==> config.mk <==
export PLATFORM = sky130hd
export DESIGN_NAME = ttfir_seq
export DESIGN_NICKNAME = d
export VERILOG_FILES = /design/src/rtl/ttfir_seq.sv
export SDC_FILE = /design/constraint.sdc
export NUM_CORES = 1
export LEC_CHECK = 0
export BUFFER_PORTS_ARGS = -buffer_cell sky130_fd_sc_hd__buf_2
export CAP_MARGIN = 25
export CORE_MARGIN = 2
export CORE_UTILIZATION = 55
export DETAILED_ROUTE_END_ITERATION = 10
export PLACE_DENSITY = 0.78
export RECOVER_POWER = 25
export SLEW_MARGIN = 25
export SYNTH_ARGS = -nofsm -noshare
export SYNTH_HDL_FRONTEND = slang
export SYNTH_SLANG_ARGS = --single-unit
==> constraint.sdc <==
create_clock -name clk -period 6.1 [get_ports clk]
set_input_delay 0.915 -clock clk [delete_from_list [all_inputs] [get_ports clk]]
set_output_delay 0.915 -clock clk [all_outputs]
set_load 0.01 [all_outputs]
==> src/rtl/ttfir_seq.sv <==
// Time-multiplexed multi-channel FIR: one shared multiplier walks the taps of
// the selected channel, then rounds, shifts and saturates the accumulated sum.
module ttfir_seq #(
    parameter int N_TAPS  = 4,
    parameter int BW_IN   = 4,
    parameter int BW_COEF = 4,
    parameter int BW_OUT  = 8,
    parameter int N_CH    = 2,
    parameter int SHIFT   = 0,
    localparam int CW     = (N_CH > 1) ? $clog2(N_CH) : 1
) (
    input  logic                      clk,
    input  logic                      rst,
    input  logic signed [BW_IN-1:0]   x_in,
    input  logic        [CW-1:0]      ch_in,
    input  logic                      in_valid,
    output logic                      in_ready,
    input  logic                      coef_we,
    input  logic signed [BW_COEF-1:0] coef_in,
    output logic signed [BW_OUT-1:0]  y_out,
    output logic        [CW-1:0]      ch_out,
    output logic                      out_valid
);

    localparam int KW    = $clog2(N_TAPS);
    localparam int PW    = BW_IN + BW_COEF;
    localparam int ACCW  = PW + KW;
    localparam int ROUND = (2 ** SHIFT) / 2;
    localparam int YMAX  = (2 ** (BW_OUT - 1)) - 1;
    localparam int YMIN  = -(2 ** (BW_OUT - 1));
    localparam logic [KW-1:0] KLAST = KW'(N_TAPS - 1);
    localparam logic [CW:0]   NCH_L = (CW + 1)'(N_CH);

    typedef enum logic [1:0] {IDLE, MAC, OUT} state_t;

    state_t                     state_q, state_d;
    logic        [KW-1:0]       k_q, k_d;
    logic        [CW-1:0]       chSel_q, chSel_d;
    logic signed [ACCW-1:0]     acc_q, acc_d;
    logic signed [BW_OUT-1:0]   y_q, y_d;
    logic        [CW-1:0]       chOut_q, chOut_d;
    logic                       outValid_q, outValid_d;
    logic                       accept, coefWrite;

    logic signed [BW_COEF-1:0]  coef_q [N_TAPS];
    logic signed [BW_IN-1:0]    dly_q  [N_CH][N_TAPS];

    logic signed [BW_COEF-1:0]  coefSel;
    logic signed [BW_IN-1:0]    dlySel;
    logic signed [PW-1:0]       prod;
    logic signed [31:0]         accExt, rnd, shifted;
    logic signed [BW_OUT-1:0]   satVal;

    assign in_ready  = (state_q == IDLE) && !coef_we;
    assign y_out     = y_q;
    assign ch_out    = chOut_q;
    assign out_valid = outValid_q;

    assign coefSel = coef_q[k_q];
    assign dlySel  = dly_q[chSel_q][k_q];
    assign prod    = $signed({{BW_IN{coefSel[BW_COEF-1]}}, coefSel})
                   * $signed({{BW_COEF{dlySel[BW_IN-1]}}, dlySel});

    // Round-half-up before the arithmetic shift, then clamp to the output range.
    always_comb begin
        accExt  = {{(32 - ACCW){acc_q[ACCW-1]}}, acc_q};
        rnd     = accExt + ROUND;
        shifted = rnd >>> SHIFT;
        satVal  = shifted[BW_OUT-1:0];
        if (shifted > YMAX) begin
            satVal = BW_OUT'(YMAX);
        end else if (shifted < YMIN) begin
            satVal = BW_OUT'(YMIN);
        end
    end

    always_comb begin
        state_d    = state_q;
        k_d        = k_q;
        chSel_d    = chSel_q;
        acc_d      = acc_q;
        y_d        = y_q;
        chOut_d    = chOut_q;
        outValid_d = 1'b0;
        accept     = 1'b0;
        coefWrite  = 1'b0;
        case (state_q)
            IDLE: begin
                if (coef_we) begin
                    coefWrite = 1'b1;
                end else if (in_valid && ({1'b0, ch_in} < NCH_L)) begin
                    accept  = 1'b1;
                    chSel_d = ch_in;
                    acc_d   = '0;
                    k_d     = '0;
                    state_d = MAC;
                end
            end
            MAC: begin
                acc_d = acc_q + {{KW{prod[PW-1]}}, prod};
                k_d   = k_q + KW'(1);
                if (k_q == KLAST) begin
                    state_d = OUT;
                end
            end
            OUT: begin
                y_d        = satVal;
                chOut_d    = chSel_q;
                outValid_d = 1'b1;
                state_d    = IDLE;
            end
            default: state_d = IDLE;
        endcase
    end

    always_ff @(posedge clk or negedge rst) begin
        if (!rst) begin
            state_q    <= IDLE;
            k_q        <= '0;
            chSel_q    <= '0;
            acc_q      <= '0;
            y_q        <= '0;
            chOut_q    <= '0;
            outValid_q <= 1'b0;
        end else begin
            state_q    <= state_d;
            k_q        <= k_d;
            chSel_q    <= chSel_d;
            acc_q      <= acc_d;
            y_q        <= y_d;
            chOut_q    <= chOut_d;
            outValid_q <= outValid_d;
        end
    end

    // Coefficients shift toward index 0 so the k-th value written lands in coef[k].
    always_ff @(posedge clk or negedge rst) begin
        if (!rst) begin
            for (int i = 0; i < N_TAPS; i++) begin
                coef_q[i] <= '0;
            end
            for (int c = 0; c < N_CH; c++) begin
                for (int i = 0; i < N_TAPS; i++) begin
                    dly_q[c][i] <= '0;
                end
            end
        end else begin
            if (coefWrite) begin
                for (int i = 0; i < N_TAPS - 1; i++) begin
                    coef_q[i] <= coef_q[i+1];
                end
                coef_q[N_TAPS-1] <= coef_in;
            end
            if (accept) begin
                for (int i = N_TAPS - 1; i > 0; i--) begin
                    dly_q[ch_in][i] <= dly_q[ch_in][i-1];
                end
                dly_q[ch_in][0] <= x_in;
            end
        end
    end

endmodule

==> results of run 1 <==
## cells in the mapped netlist, drive strengths merged (2+ instances only)
library cell and number:
dfrtp 73, mux2 50, nand2 34, o21ai 30, nor2 24, ha 22
inv 15, clkbuf 12, mux4 12, fa 10, xnor2 9, nand2b 6
nor2b 6, a21oi 5, mux2i 5, and2b 4, a211oi 3, a21o 3
xor2 3, a22o 2, and2 2, buf 2, o31ai 2, or2 2
or3 2
## worst max-delay path, stage by stage, from the launching register on
cell	delay, ns
dfrtp_2	0.53
mux4_1	0.58
mux2i_1	0.35
nand2b_1	0.18
fa_1	0.45
fa_1	0.50
fa_1	0.51
inv_1	0.04
ha_1	0.22
fa_1	0.41
a21o_1	0.20
a21oi_1	0.17
xnor2_1	0.25
xnor2_4	0.18
ha_1	0.30
a21oi_1	0.14
o21ai_0	0.11
xnor2_1	0.16
or3_1	0.33
o21ai_2	0.06
## per-stage QoR
| stage | cell area (µm²) | instances | utilization, % |
|---|---|---|---|
| after floorplan | 4120 | 344 | - |
| after global placement | 4340 | 457 | 59.8 |
| after detailed placement | 4340 | 457 | 59.8 |
| after CTS | 4550 | 473 | 62.8 |
| after global routing | 4550 | 473 | 62.7 |
| final | 4550 | 473 | 62.7 |
## layer usage
layer | vias to the layer above | track usage [%] | part of all wire, %
li1 | 1253 | - | -
met1 | 1300 | 23.6 | 43
met2 | 21 | 34.0 | 54
met3 | 11 | 4.01 | 1.7
met4 | 0 | 6.54 | 1.6
met5 | - | 0 | 0
## final cells by class
cell class,count,share of cell area [%]
tap,99,2.72
sequential,73,40.2
timing repair buffer,28,3.24
inverter,15,1.24
clock buffer,10,2.80
multi-input combinational,242,47.8
clock inverter,6,2.01
## sequential cells by signal (all words and copies together), names as in the netlist
signal	flops
out_valid	1
y_out	8
ch_out	1
acc_q	10
coef_q	16
dly_q	32
k_q	2
chSel_q	1
state_q	2
## repair_timing
action / CTS / global route
endpoints found under the hold margin: 0 / 0
resized for setup: 0 / 1
hold buffers: 0 / 0
setup endpoints to repair: 0 / 1
setup buffers: 0 / 0
## worst paths after layout
path | from | endpoint | slack, ns
worst max-delay path | chSel_q$_DFFE_PN0P_ | acc_q[9]$_DFFE_PN0P_ | 0.37
worst min-delay path | y_out[5]$_DFFE_PN0P_ | y_out[5]$_DFFE_PN0P_ | 0.48
worst max register to register | chSel_q$_DFFE_PN0P_ | acc_q[9]$_DFFE_PN0P_ | 0.37
worst min register to register | y_out[5]$_DFFE_PN0P_ | y_out[5]$_DFFE_PN0P_ | 0.48
max in group asynchronous | rst | chSel_q$_DFFE_PN0P_ | 1.76
min in group asynchronous | rst | out_valid$_DFF_PN0_ | 1.94
## cells by family after synthesis
logic type	after synthesis	synth area share, %
buf+inv	29	2.85
mux	67	22.2
simple gates	82	9.05
flops	73	44.3
fa+ha+maj	32	11.5
compound gates	49	7.05
xor+xnor	12	3.01
==> out/results.ini, run 1 <==
[timing]
drv_slew=74
setup_tns_ns=0
timing.final.crit_share_pct=93.9
relSlewSlack_pct=-149
min_period_ns=5.73
whs_ns=0.478
postLayoutSetupSlackWorst_ns=0.375
hold_viol=0
setup_viol=0
finClkSkew_ns=0.0144
grt_setup_unrepaired=false
worstMarginPinSlew_ns=3.74
max_freq_mhz=175

[cts]
clock_sinks=73
root_buffer=clkbuf_8
cts_buffer_depth=2
htreeDepth=3
cts_tree=built
clk_pin_slew_worst_paths_ns=0.09
insertion_delay_ns=0.35
cts-buffers-inserted=9

[route]
vias_per_cell=5.47
route.detailed.drc=0
num_vias=2585
drtPass1Iterations=4
routed_wl_mm=7.17
wl_per_cell_um=15.2
drtIter0Drc=76
antenna_left=0

[finish]
fillerInstances=597
seq_area_mm2=0.00183
layout_common_cells=dfrtp_1, mux2_2, nand2_1, o21ai_0, nor2_1
layout-drive-gt1-share_pct=27.5
final_nets=414
diodes=0
syn_to_final_growth_pct=10.4
final_common_cell=dfrtp_1
multi_input_area_mm2=0.00218

[place]
io_buffers=23
dp_hpwl_mm=5.26
gp_congestion=0.841
place_ws_ns=0.185

[setup_path]
cp.required_ns=6.38
critPathMaxFanout=10
critPathKind=register to register
r2r_cells=19
start_kind=register
cp.arrival_ns=6.00
end_kind=register

[floorplan]
fp.coreArea_mm2=0.00725
dieArea_mm2=0.00820
start_util_pct=56.8
io_pins=24
die_x_um=90.6
rows=31
fp.dieH_um=90.6

[synth]
yosysWarnings=0
synth_top_area_share_pct=44.3
synth_top_area_cell=dfrtp_1
yosysUniqueCellTypes=38
synth_nets=389
syn_inst=344
syn_area_per_cell_um2=12.0
ys_top_cells_by_area=dfrtp_1, mux2_2, ha_1
ys_async_sr_fraction_pct=100
synth_edf_count=0
synth.ff_latch_count=73
synth_seq_area_share_pct=44.3
yosys_most_used_dff=dfrtp_1
netlist_area_mm2=0.00412

[global_routing]
grt_max_degree=74
grt_overflow=0
antenna_found_initial=0
grt_pass1_vias=2709
grt_usage_pct=19.3
grt_pass1_wl_mm=12.6

[status]
violations=max-capacitance violations, max-slew violations
status=finished with violations

[worst_hold_path]
hold_class=register to register
holdPathStages=2

[job]
cap_violations=1

Power of run 1 is left out: the tool's default activity adds up to more than one toggle a clock period on the data nets, which glitch-free logic cannot reach.
==> inputs of run 2 (changes only) <==
--- a/config.mk
+++ b/config.mk
@@ -7,6 +7,7 @@
 export LEC_CHECK = 0
 export BUFFER_PORTS_ARGS = -buffer_cell sky130_fd_sc_hd__buf_2
 export CAP_MARGIN = 25
+export CORE_ASPECT_RATIO = 2
 export CORE_MARGIN = 2
 export CORE_UTILIZATION = 55
 export DETAILED_ROUTE_END_ITERATION = 10
==> run 2 against run 1 <==
Critical path type unchanged. Utilization is 0.71 points higher. Global-route usage increased by 1.0 points. Sequential share of layout area fell by 0.52 points. The flow still finishes with violations (max-capacitance violations, max-slew violations). Via count rose by 1.2%. Critical endpoint unchanged. Non-clock buffer count is the same.
==> out/results.ini, run 2 (synthesized netlist as in run 1, its figures left out) <==
[floorplan]
dieArea_mm2=0.00824  ; +0.51%
start_util_pct=56.7  ; -0.11 points
fp.dieH_um=126  ; +40%
io_pins=24  ; unchanged
fp.coreArea_mm2=0.00727  ; +0.19%
die_x_um=65.2  ; -28%
rows=44  ; +42%

[setup_path]
path_cells=mux4_1 > mux2i_1 > nand2b_1 > fa_1 > fa_1 > fa_1 > inv_1 > ha_1 > fa_1 > a21o_1 > a21oi_1 > xnor2_1 > xnor2_4 > ha_1 > a21oi_1 > o21ai_0 > xnor2_1 > or3_1 > o21ai_2
critPathLaunch=chSel_q$_DFFE_PN0P_
critPathKind=register to register
cp.arrival_ns=5.96  ; -0.04 ns
crit_path_max_incr_delay_ns=0.59  ; about the same
start_kind=register
crit_slowest_cell=mux4_1
cp.required_ns=6.36  ; -0.02 ns
crit_top_cell=fa_1
rr_startpoint=chSel_q$_DFFE_PN0P_
end_kind=register
critPathMaxFanout=10  ; unchanged
critPathTopFamily=adder cells
cp_num_buf_inv=1  ; unchanged

[place]
place_ws_ns=0.238  ; +0.0535 ns
gp_congestion=0.914  ; +8.7%
dp_cells=450  ; -1.5%
dp_hpwl_mm=5.50  ; +4.5%
placed_area_mm2=0.00433  ; -0.20%
io_buffers=23  ; unchanged

[cts]
clock_sinks=73  ; unchanged
clk_pin_slew_worst_paths_ns=0.06  ; -0.03 ns
cts_tree=built
cts-buffers-inserted=9  ; unchanged
htreeDepth=3  ; unchanged
root_buffer=clkbuf_16
cts_buffer_depth=2  ; unchanged
cts_hold_buffers=0  ; unchanged
insertion_delay_ns=0.33  ; -0.02 ns

[timing]
finClkSkew_ns=0.0113  ; -0.00304 ns
timing.final.crit_share_pct=93.4  ; -0.43 points
grt_setup_unrepaired=false
postLayoutSetupSlackWorst_ns=0.401  ; +0.0261 ns
setup_viol=0  ; unchanged
min_period_ns=5.70  ; -0.0261 ns
drv_slew=74  ; unchanged
max_freq_mhz=175  ; +0.46%
setup_tns_ns=0  ; unchanged
relSlewSlack_pct=-151  ; -2.2 points
hold_viol=0  ; unchanged
worstMarginPinSlew_ns=3.77  ; +0.0326 ns

[status]
status=finished with violations
violations=max-capacitance violations, max-slew violations

[global_routing]
antenna_found_initial=0  ; unchanged
grt_pass1_vias=2761  ; +1.9%
grt_max_degree=74  ; unchanged
grt_usage_pct=20.4  ; +1.0 points
grt_overflow=0  ; unchanged
grt_pass1_wl_mm=12.7  ; +0.83%

[route]
routed_wl_mm=7.38  ; +2.9%
drtIter0Drc=122  ; +61%
wl_per_cell_um=15.8  ; +4.4%
vias_per_cell=5.61  ; +2.7%
drtPass1Iterations=4  ; unchanged
antenna_left=0  ; unchanged
num_vias=2615  ; +1.2%
route.detailed.drc=0  ; unchanged

[worst_hold_path]
worstHoldStart=y_out[2]$_DFFE_PN0P_
hold_class=register to register

[finish]
final_nets=414  ; unchanged
syn_to_final_growth_pct=11.9
layout-drive-gt1-share_pct=27.5  ; unchanged
largest-register=dly_q
layout_common_cells=dfrtp_1, mux2_2, nand2_1, o21ai_0, nor2_1
reg_top3=dly_q (32), coef_q (16), acc_q (10)
diodes=0  ; unchanged
final_cell_area_mm2=0.00461  ; +1.3%
largest_reg_flops=32  ; unchanged
final_common_cell=dfrtp_1
fin_cells=466  ; -1.5%

[job]
cap_violations=1  ; unchanged

## run 2: routing by layer
metal,vias to the layer above,GRT usage (%),part of all wire [%]
li1,1259,-,-
met1,1311,20.8,36
met2,36,37.9,59
met3,9,4.79,2.2
met5,-,0,0
met4,0,9.07,1.8
## run 2: through the flow
stage               hold WS, ns  utilization [%]
floorplan                 0.471                -
global placement          0.458             59.5
detailed placement        0.470             59.5
CTS                       0.483             63.5
global route              0.509             63.4
finish                    0.481             63.4
## run 2: tightest hold or removal path: stages (launching register included)
cell,delay (ns)
dfrtp_1,0.34
nand2_1,0.05
o21ai_0,0.06
## run 2: layout make-up
class                      instances  area (µm²)
sequential                        73        1830
multi-input combinational        242        2180
fill                             578        2660
tap                               92         115
timing repair buffer              28         148
clock buffer                      10         229
inverter                          15        56.3
clock inverter                     6        58.8
## run 2: repair_timing
action / 4_1_cts / 5_1_grt
setup endpoints to repair: 0 / 2
gates resized for setup: 0 / 1
setup buffers: 0 / 0
## run 2: final timing paths
kind	slack (ns)	cells past startpoint	end
worst max-delay path	0.40	19	acc_q[9]$_DFFE_PN0P_
worst min-delay path	0.48	2	y_out[2]$_DFFE_PN0P_
worst max register to register	0.40	19	acc_q[9]$_DFFE_PN0P_
worst min register to register	0.48	2	y_out[2]$_DFFE_PN0P_
max in group asynchronous	1.72	2	chSel_q$_DFFE_PN0P_
min in group asynchronous	1.99	2	y_out[4]$_DFFE_PN0P_
Power of run 2 is left out for the same reason.
